<file path="src/rtl/axi_tb_pkg.sv">
// Shared types for the AXI write-slave responder: response codes, the
// queued AW entry layout and the stall LFSR seed.
package axi_tb_pkg;

    typedef enum logic [1:0] {
        RESP_OKAY   = 2'b00,
        RESP_SLVERR = 2'b10
    } axi_resp_e;

    // Widest AW id the queue entry can carry; narrower ids are zero-extended.
    localparam int AXI_ID_MAX_W = 8;

    typedef struct packed {
        logic [AXI_ID_MAX_W-1:0] id;
        logic [7:0]              len;
    } aw_ent_t;

    localparam logic [15:0] LFSR_SEED = 16'hACE1;

endpackage

</file>
<file path="src/rtl/axi_slv_ostd_fifo.sv">
// Small synchronous FIFO used for the outstanding AW and B queues.
// The head entry is presented combinationally; a push is taken when the
// queue is not full, or when it is full but is popped in the same cycle.
module axi_slv_ostd_fifo #(
    parameter int WIDTH = 8,
    parameter int DEPTH = 4
) (
    input  logic             aclk,
    input  logic             srst,
    input  logic             push,
    input  logic [WIDTH-1:0] push_data,
    input  logic             pop,
    output logic [WIDTH-1:0] head,
    output logic             full,
    output logic             empty
);

    localparam int PTR_W = $clog2(DEPTH);

    logic [WIDTH-1:0] mem [DEPTH];
    logic [PTR_W-1:0] wr_ptr;
    logic [PTR_W-1:0] rd_ptr;
    logic [PTR_W:0]   count;
    logic             wr_en;
    logic             rd_en;

    assign full  = (count == (PTR_W+1)'(DEPTH));
    assign empty = (count == '0);
    assign wr_en = push && (!full || pop);
    assign rd_en = pop && !empty;
    assign head  = mem[rd_ptr];

    // Storage, wrapping pointers and occupancy count.
    always_ff @(posedge aclk) begin
        if (srst) begin
            wr_ptr <= '0;
            rd_ptr <= '0;
            count  <= '0;
            for (int i = 0; i < DEPTH; i++) mem[i] <= '0;
        end else begin
            if (wr_en) begin
                mem[wr_ptr] <= push_data;
                wr_ptr      <= wr_ptr + 1'b1;
            end
            if (rd_en) rd_ptr <= rd_ptr + 1'b1;
            case ({wr_en, rd_en})
                2'b10:   count <= count + 1'b1;
                2'b01:   count <= count - 1'b1;
                default: count <= count;
            endcase
        end
    end

endmodule

</file>
<file path="src/rtl/axi_slv_wr_responder.sv">
// AXI write slave that terminates AW/W/B traffic from a master driver.
// AW requests are queued; W beats are consumed against the oldest AW, the
// burst is checked for length and id, and one B is queued per burst.
// Optional feature macro: SLV_RAND_STALL_EN adds LFSR-driven ready stalls.
// Handshakes: a transfer happens on every rising aclk where valid and ready
// are both high; valid never depends on ready, and B id/resp hold steady
// while bvalid is high and bready is low.
module axi_slv_wr_responder
    import axi_tb_pkg::*;
#(
    parameter int AXI_ID_W        = 4,
    parameter int AXI_DATA_W      = 32,
    parameter int SLV_OSTDREQ_NUM = 4
) (
    input  logic                    aclk,
    input  logic                    srst,
    input  logic                    in_awvalid,
    output logic                    out_awready,
    input  logic [AXI_ID_W-1:0]     in_awid,
    input  logic [7:0]              in_awlen,
    input  logic                    in_wvalid,
    output logic                    out_wready,
    input  logic [AXI_ID_W-1:0]     in_wid,
    input  logic [AXI_DATA_W-1:0]   in_wdata,
    input  logic [AXI_DATA_W/8-1:0] in_wstrb,
    input  logic                    in_wlast,
    output logic                    out_bvalid,
    input  logic                    in_bready,
    output logic [AXI_ID_W-1:0]     out_bid,
    output logic [1:0]              out_bresp,
    output logic [AXI_DATA_W-1:0]   data_sum,
    output logic [15:0]             err_cnt
);

    localparam int STRB_W = AXI_DATA_W / 8;
    localparam int B_W    = AXI_ID_W + 2;

    aw_ent_t         aw_push_ent;
    aw_ent_t         aw_head;
    logic            aw_push, aw_pop, aw_full, aw_empty;
    logic [B_W-1:0]  b_push_ent, b_head;
    logic            b_push, b_pop, b_full, b_empty;
    logic [7:0]      beat_cnt;
    logic            burst_err;
    logic            aw_go, w_go;
    logic            w_fire, at_len, id_bad, beat_err;
    axi_resp_e       b_resp;
    logic [AXI_DATA_W-1:0] wmask;

`ifdef SLV_RAND_STALL_EN
    logic [15:0] lfsr;
    logic        lfsr_fb;

    assign lfsr_fb = lfsr[0] ^ lfsr[2] ^ lfsr[3] ^ lfsr[5];
    assign aw_go   = lfsr[0];
    assign w_go    = lfsr[1];

    // Free-running stall pattern generator, restarted on every reset.
    always_ff @(posedge aclk) begin
        if (srst) lfsr <= LFSR_SEED;
        else      lfsr <= {lfsr_fb, lfsr[15:1]};
    end
`else
    assign aw_go = 1'b1;
    assign w_go  = 1'b1;
`endif

    assign out_awready = !srst && !aw_full && aw_go;
    assign out_wready  = !srst && !aw_empty && !b_full && w_go;

    assign aw_push        = in_awvalid && out_awready;
    assign aw_push_ent.id  = AXI_ID_MAX_W'(in_awid);
    assign aw_push_ent.len = in_awlen;

    // A beat closes the burst on wlast or when it is the beat the AW asked for
    // last; early, late and wrong-id beats all poison the burst response.
    assign w_fire   = in_wvalid && out_wready;
    assign at_len   = (beat_cnt == aw_head.len);
    assign id_bad   = (aw_head.id != AXI_ID_MAX_W'(in_wid));
    assign beat_err = id_bad || (in_wlast && !at_len) || (!in_wlast && at_len);
    assign aw_pop   = w_fire && (in_wlast || at_len);
    assign b_push   = aw_pop;
    assign b_resp   = (burst_err || beat_err) ? RESP_SLVERR : RESP_OKAY;
    assign b_push_ent = {aw_head.id[AXI_ID_W-1:0], b_resp};

    assign b_pop      = out_bvalid && in_bready;
    assign out_bvalid = !b_empty;
    assign out_bid    = b_head[B_W-1:2];
    assign out_bresp  = b_head[1:0];

    // Expand byte strobes into a bit mask for the checksum.
    always_comb begin
        wmask = '0;
        for (int i = 0; i < STRB_W; i++) wmask[i*8 +: 8] = {8{in_wstrb[i]}};
    end

    // Beat counter, sticky burst error, checksum and saturating error count.
    always_ff @(posedge aclk) begin
        if (srst) begin
            beat_cnt  <= '0;
            burst_err <= 1'b0;
            data_sum  <= '0;
            err_cnt   <= '0;
        end else begin
            if (w_fire) begin
                data_sum <= data_sum ^ (in_wdata & wmask);
                if (aw_pop) begin
                    beat_cnt  <= '0;
                    burst_err <= 1'b0;
                end else begin
                    beat_cnt  <= beat_cnt + 8'd1;
                    burst_err <= burst_err | beat_err;
                end
            end
            if (b_push && (b_resp == RESP_SLVERR) && (err_cnt != 16'hFFFF))
                err_cnt <= err_cnt + 16'd1;
        end
    end

    axi_slv_ostd_fifo #(.WIDTH($bits(aw_ent_t)), .DEPTH(SLV_OSTDREQ_NUM)) u_aw_q (
        .aclk      (aclk),
        .srst      (srst),
        .push      (aw_push),
        .push_data (aw_push_ent),
        .pop       (aw_pop),
        .head      (aw_head),
        .full      (aw_full),
        .empty     (aw_empty)
    );

    axi_slv_ostd_fifo #(.WIDTH(B_W), .DEPTH(SLV_OSTDREQ_NUM)) u_b_q (
        .aclk      (aclk),
        .srst      (srst),
        .push      (b_push),
        .push_data (b_push_ent),
        .pop       (b_pop),
        .head      (b_head),
        .full      (b_full),
        .empty     (b_empty)
    );

endmodule

</file>
<file path="config.mk">
export PLATFORM = sky130hd
export DESIGN_NAME = axi_slv_wr_responder
export DESIGN_NICKNAME = d
export VERILOG_FILES = /design/src/rtl/axi_tb_pkg.sv /design/src/rtl/axi_slv_ostd_fifo.sv /design/src/rtl/axi_slv_wr_responder.sv
export SDC_FILE = /design/constraint.sdc
export NUM_CORES = 1
export LEC_CHECK = 0
export ABC_CLOCK_PERIOD_IN_PS = 2900
export BUFFER_PORTS_ARGS = -buffer_cell sky130_fd_sc_hd__buf_2
export CAP_MARGIN = 10
export CORE_AREA = 5 5 158 114
export DETAILED_ROUTE_END_ITERATION = 16
export DIE_AREA = 0 0 163 119
export GPL_TIMING_DRIVEN = 0
export SYNTH_ARGS = -nofsm -noshare
export SYNTH_HDL_FRONTEND = slang
export SYNTH_SLANG_ARGS = --single-unit
</file>
<file path="constraint.sdc">
create_clock -name aclk -period 2.9 [get_ports aclk]
set_input_delay 0.145 -clock aclk [delete_from_list [all_inputs] [get_ports aclk]]
set_output_delay 0.145 -clock aclk [all_outputs]
set_load 0.005 [all_outputs]
</file>
==> flow_metrics.env, run 1 <==
export IMPL_hp_class="primary input to flip-flop"
export IMPL_synthCells=572
export IMPL_rows=39
export IMPL_drt_iter0_markers=311
export IMPL_min_period_ns=2.974
export IMPL_async_reset_ff_share_pct=0
export IMPL_hold_violations=0
export IMPL_seq_area_um2=3546
export IMPL_critical_path_class="flip-flop to flip-flop"
export IMPL_crit_path_max_fanout=6
export IMPL_layout_common_cells="115 x buf_2, 73 x dfxtp_1, 72 x nor2_1"
export IMPL_hold_worst_slack_ns=0.03848
export IMPL_drc=0
export IMPL_endpoint_kind="flip-flop"
export IMPL_cap_violations=0
export IMPL_ys_flop_type="dfxtp_1"
export IMPL_synthesis_area_um2=6392
export IMPL_io_buffers=113
export IMPL_clock_sinks=143
export IMPL_violations="setup timing"
export IMPL_grt_max_degree=17
export IMPL_fin_skew_ns=0.008646
export IMPL_worstSetupStartpointType="flip-flop"
export IMPL_utilization_pct=50.12
export IMPL_initial_core_util_pct=39.46
export IMPL_powerDensity_nw_per_um2=591.4
export IMPL_via_per_inst=4.978
export IMPL_placed_cell_area_um2=7311
export IMPL_slew_violations=0
export IMPL_cts_tree="yes"
export IMPL_rsz0062_at_grt="yes"
export IMPL_peakVddDrop_v=0.0003775
export IMPL_slew_headroom_pct=51.72
export IMPL_drive_gt1_share_pct=29.69
export IMPL_vias=4759
export IMPL_yosysSeqAreaShare_pct=55.43
export IMPL_htree_levels=4
export IMPL_cts_root_buf="clkbuf_16"
export IMPL_antenna_found_initial=0
export IMPL_fill_cells=1455
export IMPL_wl_per_cell_um=16.58
export IMPL_worstPathArrival_ns=3.31
export IMPL_hpwl_um=11370
export IMPL_clkTransAtPathRegs_ns=0.06
export IMPL_stdcell_area_um2=8120
export IMPL_max_slew_worst_pin_slew_ns=0.7194
export IMPL_post_route_period_util_pct=102.5
export IMPL_grt_pass1_wl_um=25550
export IMPL_grt_usage_pct=16.64
export IMPL_synth_edff_count=68
export IMPL_fin_nets=782
export IMPL_area_growth_pct=27.03
export IMPL_clock_latency_ns=0.42
export IMPL_setup_ws_ns=-0.07353
export IMPL_die_area_um2=19400
export IMPL_avgSynthCellArea_um2=11.18
export IMPL_core_region_area_um2=16200
export IMPL_ant_nets=0
export IMPL_cts_made_buffers=17
export IMPL_antenna_cells=0
export IMPL_setup_violations=1
export IMPL_routed_wl_um=15850
export IMPL_yosysUniqueCellTypes=49
export IMPL_syn_nets=636
export IMPL_ff2ff_setup_slack_ns=-0.07
export IMPL_fmax_mhz=336.3
export IMPL_grt_pass1_vias=4907
export IMPL_dieWidth_um=163
export IMPL_yosys_warnings=0
export IMPL_final_common_cell="buf_2"
export IMPL_cts_buffer_depth=2
export IMPL_ys_ff_latch=143
export IMPL_gp_congestion=0.8505
export IMPL_p_leak_uw=0.003279
export IMPL_multiInputGateArea_um2=2769
export IMPL_status="finished with violations"
export IMPL_io_pin_count=115
export IMPL_die_height_um=119
export IMPL_firstDrtPassIters=5
export IMPL_crit_required_ns=3.24
export IMPL_grt_overflow=0
## kinds of logic after synthesis
group                      count (synthesis)  synth area share, %
xor gates and xnor gates                  61                8.358
adders and majority gates                  6                1.409
buffers and inverters                     45                3.308
AOI/OAI and AO/OA                         45                5.030
muxes                                     25                7.183
DFF                                      143                55.43
other                                      1              0.05866
and+or+nand+nor                          246                19.22
## cell usage after synthesis (2+ instances only)
cell type / count / area, µm²
nand3_1: 10 / 50.05
buf_4: 2 / 15.01
buf_2: 3 / 15.01
nor4_1: 2 / 12.51
and4_1: 4 / 35.03
nor2_1: 75 / 281.5
a21oi_1: 15 / 75.07
and2_1: 28 / 175.2
o31ai_1: 7 / 52.55
o21ai_0: 7 / 35.03
xor2_1: 48 / 420.4
nor2b_1: 4 / 25.02
mux2_2: 5 / 56.30
nand4_2: 2 / 25.02
edfxtp_1: 68 / 2042
o41ai_1: 3 / 26.28
or4_1: 7 / 52.55
mux2i_1: 5 / 50.05
nor3_1: 9 / 45.04
fa_1: 2 / 40.04
or3_1: 6 / 37.54
nand4_1: 8 / 50.05
and3_1: 32 / 200.2
xnor2_1: 13 / 113.9
nand2_1: 53 / 198.9
dfxtp_1: 75 / 1501
mux4_2: 11 / 247.7
clkbuf_1: 20 / 75.07
buf_1: 3 / 11.26
mux4_1: 4 / 105.1
a22oi_1: 2 / 15.01
or2_2: 3 / 18.77
ha_1: 4 / 50.05
inv_1: 13 / 48.80
o311ai_0: 4 / 35.03
buf_6: 2 / 22.52
## what timing repair did
action                     CTS  global route
setup buffers                9             2
setup endpoints to repair   28            32
gates resized for setup     15            20
hold buffers                 0             0
pin swaps                    4             4
gates cloned                 0             1
## state kept, by name, summed over array words and instances, names as in the netlist, 3 cells and up, named ones only
register and flops:
beat_cnt 8, u_aw_q.mem 48, err_cnt 16, u_aw_q.count 3
u_b_q.count 3, data_sum 32, u_b_q.mem 20
## layout make-up
cell class                 instances  share of cell area [%]
sequential                       143                   43.67
multi-input combinational        384                   34.10
timing repair buffer             127                   8.320
clock buffer                      22                   6.518
tap                              225                   3.467
buffer                            31                   2.357
clock inverter                    10                  0.8629
inverter                          14                  0.7088
## worst max-delay path, stage by stage, from the launching register on
cell	delay [ns]
dfxtp_2	0.32
buf_6	0.13
buf_12	0.12
mux4_2	0.54
xnor2_2	0.18
nand4_2	0.18
o21bai_4	0.19
nand2_4	0.09
clkinv_4	0.07
ha_4	0.14
inv_2	0.03
fa_2	0.32
xor2_1	0.15
or3_1	0.31
a21oi_1	0.12
## per-stage QoR
| step | TNS [ns] | worst slack [ns] | total power [µW] | instances |
|---|---|---|---|---|
| after floorplan | -0.07125 | -0.04031 | 2502 | 572 |
| after global placement | -10.27 | -0.3869 | 2647 | 910 |
| after detailed placement | -5.138 | -0.4386 | 2667 | 912 |
| after CTS | -0.1229 | -0.08953 | 4828 | 953 |
| after global routing | -1.435 | -0.2096 | 4993 | 956 |
| final | -0.07353 | -0.07353 | 4802 | 956 |
## worst paths after layout
| check | to | from | cells past startpoint |
|---|---|---|---|
| setup / recovery | u_aw_q.count[2]$_SDFFE_PP0P_ | flip-flop | 14 |
| hold / removal | u_aw_q.mem[2][2]$_SDFFCE_PN0P_ | in_awlen[2] | 2 |
| setup reg to reg | u_aw_q.count[2]$_SDFFE_PP0P_ | flip-flop | 14 |
| hold reg to reg | u_b_q.wr_ptr[1]$_SDFFE_PP0P_ | u_b_q.wr_ptr[1]$_SDFFE_PP0P_ | 2 |
## power by group
part           switching, µW  leakage [µW]  internal, µW  total (µW)
sequential              33.7       0.00131          2200        2230
clock                    849      0.000293          1300        2150
combinational            239       0.00168           186         425
total                   1120       0.00328          3680        4800
## routing by layer
layer	track usage (%)	wire length, µm	vias up
met4	4.453	162	0
li1	-	-	2311
met2	26.48	7510	162
met1	22.55	7264	2272
met5	0	0	-
met3	4.627	909	14
(Power assumes the default switching activity.)
==> inputs of run 2 (changes only) <==
--- a/config.mk
+++ b/config.mk
@@ -12,6 +12,7 @@
 export DETAILED_ROUTE_END_ITERATION = 16
 export DIE_AREA = 0 0 163 119
 export GPL_TIMING_DRIVEN = 0
+export RECOVER_POWER = 25
 export SYNTH_ARGS = -nofsm -noshare
 export SYNTH_HDL_FRONTEND = slang
 export SYNTH_SLANG_ARGS = --single-unit
==> run 2 against run 1 <==
Against the previous run:
- the flow still finishes with violations (setup timing)
- non-clock buffer count unchanged
- critical path type unchanged
- sequential share of layout area increased by 0.20 points
- first-iteration DRC count decreased by 1.6%
- core utilization decreased by 0.22 points
- power about the same
- routed wire length increased by 0.13%
- count of clock-buffer cells in the layout unchanged
==> flow_metrics.env, run 2 (synthesis results as in run 1) <==
export IMPL_status="finished with violations"
export IMPL_violations="setup timing"
export IMPL_io_pin_count=115
export IMPL_tns_ns=-0.07070
export IMPL_p_int_uw=3678
export IMPL_max_stage_delay_ns=0.54
export IMPL_drive_gt1_share_pct=25.72
export IMPL_post_route_period_util_pct=102.4
export IMPL_hold_depth=4
export IMPL_powerDensity_nw_per_um2=594.3
export IMPL_slew_violations=0
export IMPL_core_region_area_um2=16200
export IMPL_cap_violations=0
export IMPL_vias=4768
export IMPL_sw_frac_of_total_pct=23.43
export IMPL_power_frac_clock_pct=44.8
export IMPL_rsz0062_at_grt="yes"
export IMPL_clkTransAtPathRegs_ns=0.06
export IMPL_drt_iter0_markers=306
export IMPL_grt_pass1_vias=4907
export IMPL_drc=0
export IMPL_setup_violations=1
export IMPL_hold_violations=0
export IMPL_ant_nets=0
export IMPL_power_uw=4804
export IMPL_critical_path_class="flip-flop to flip-flop"
export IMPL_slew_headroom_pct=52.06
export IMPL_clock_latency_ns=0.42
export IMPL_stdcell_area_um2=8084
export IMPL_fmax_mhz=336.6
export IMPL_switchingPower_uw=1126
export IMPL_io_buffers=113
export IMPL_p_leak_uw=0.003151
export IMPL_placed_cell_area_um2=7311
export IMPL_final_common_cell="buf_2"
export IMPL_grt_max_degree=17
export IMPL_setup_ws_ns=-0.07070
export IMPL_initial_core_util_pct=39.46
export IMPL_fin_skew_ns=0.008207
export IMPL_utilization_pct=49.90
export IMPL_crit_chain="buf_6 > buf_12 > mux4_2 > xnor2_2 > nand4_2 > o21bai_4 > nand2_4 > clkinv_4 > ha_4 > inv_2 > fa_2 > xor2_1 > or3_1 > a21oi_1"
export IMPL_routed_wl_um=15870
export IMPL_cts_root_buf="clkbuf_16"
export IMPL_power_frac_seq_pct=46.4
export IMPL_peakVddDrop_v=0.0003785
export IMPL_layout_common_cells="86 x buf_2, 73 x dfxtp_1, 72 x nor2_1"
export IMPL_rows=39
export IMPL_min_period_ns=2.971
export IMPL_wl_per_cell_um=16.60
export IMPL_area_growth_pct=26.46
export IMPL_largest_register_ffs=48
export IMPL_gp_congestion=0.8505
export IMPL_cts_made_buffers=17
export IMPL_htree_levels=4
export IMPL_worstSetupStartpointType="flip-flop"
export IMPL_die_height_um=119
export IMPL_reg2regPathDepth=14
export IMPL_hp_class="primary input to flip-flop"
export IMPL_hpwl_um=11370
export IMPL_antenna_found_initial=0
export IMPL_hp_start="in_wdata[19]"
export IMPL_dieWidth_um=163
export IMPL_antenna_cells=0
export IMPL_fin_nets=782
export IMPL_regMostFlops="u_aw_q.mem"
export IMPL_critPathSlowestCell="mux4_2"
export IMPL_cts_buffer_depth=2
export IMPL_grt_usage_pct=16.64
export IMPL_clock_sinks=143
export IMPL_cts_tree="yes"
export IMPL_endpoint_kind="flip-flop"
export IMPL_reg_largest_list="u_aw_q.mem: 48 flops, data_sum: 32 flops, u_b_q.mem: 20 flops"
export IMPL_grt_pass1_wl_um=25550
export IMPL_via_per_inst=4.987
export IMPL_combPwrFrac_pct=8.8
export IMPL_crit_path_max_fanout=6
export IMPL_worstPathArrival_ns=3.31
export IMPL_grt_overflow=0
export IMPL_crit_required_ns=3.24
export IMPL_firstDrtPassIters=5
export IMPL_die_area_um2=19400
export IMPL_max_slew_worst_pin_slew_ns=0.7142
-- run 2: timing repair --
| item | in CTS | in global routing |
|---|---|---|
| endpoints found under the setup margin | 28 | 32 |
| hold buffers | 0 | 0 |
| cloned | 0 | 1 |
| setup buffers | 9 | 2 |
| gates resized for setup | 15 | 20 |
| pin swaps | 4 | 4 |
-- run 2: path summary, 6_finish.rpt --
kind | endpoint | slack, ns
max | u_aw_q.count[2]$_SDFFE_PP0P_ | -0.07
min | data_sum[19]$_SDFFE_PP0P_ | 0.04
max reg2reg | u_aw_q.count[2]$_SDFFE_PP0P_ | -0.07
min reg2reg | u_b_q.wr_ptr[1]$_SDFFE_PP0P_ | 0.50
-- run 2: per-stage QoR --
| step | setup WS, ns | hold WS, ns | instances |
|---|---|---|---|
| finish | -0.07070 | 0.04046 | 956 |
| global route | -0.2096 | 0.03155 | 956 |
| CTS | -0.08953 | 0.02680 | 953 |
| detailed placement | -0.4386 | 0.4628 | 912 |
| global placement | -0.3869 | 0.4577 | 910 |
| floorplan | -0.04031 | 0.3432 | 572 |
-- run 2: layer usage --
| layer | wire length [µm] | global-route usage [%] | up-vias |
|---|---|---|---|
| met1 | 7311 | 22.55 | 2283 |
| met2 | 7483 | 26.48 | 158 |
| li1 | - | - | 2311 |
| met3 | 906 | 4.627 | 16 |
| met4 | 164 | 4.453 | 0 |
| met5 | 0 | 0 | - |
-- run 2: power groups by stage --
stage / Clock (µW) / Combinational (µW) / Sequential, µW
floorplan: 0 / 240 / 2260
global placement: 0 / 379 / 2270
detailed placement: 0 / 395 / 2270
CTS: 2180 / 419 / 2230
global route: 2290 / 465 / 2240
finish: 2150 / 423 / 2230
-- run 2: worst max-delay path, delay by kind of cell, from the launching register on --
family | cells | cell delay (ns)
buffers and inverters | 4 | 0.36
XOR/XNOR | 2 | 0.33
AND/OR/NAND/NOR | 3 | 0.57
multiplexers | 1 | 0.54
flip-flops | 1 | 0.32
AO/OA/AOI/OAI | 2 | 0.31
adder cells (fa/ha/maj) | 2 | 0.46
-- run 2: layout make-up --
type | count | area (µm²)
Clock inverter | 10 | 70.07
Multi-Input combinational cell | 384 | 2769
Sequential cell | 143 | 3546
Tap cell | 225 | 281.5
Timing Repair Buffer | 127 | 639.4
Clock buffer | 22 | 529.3
Buffer | 31 | 191.4
Fill cell | 1470 | 8117
Inverter | 14 | 57.56
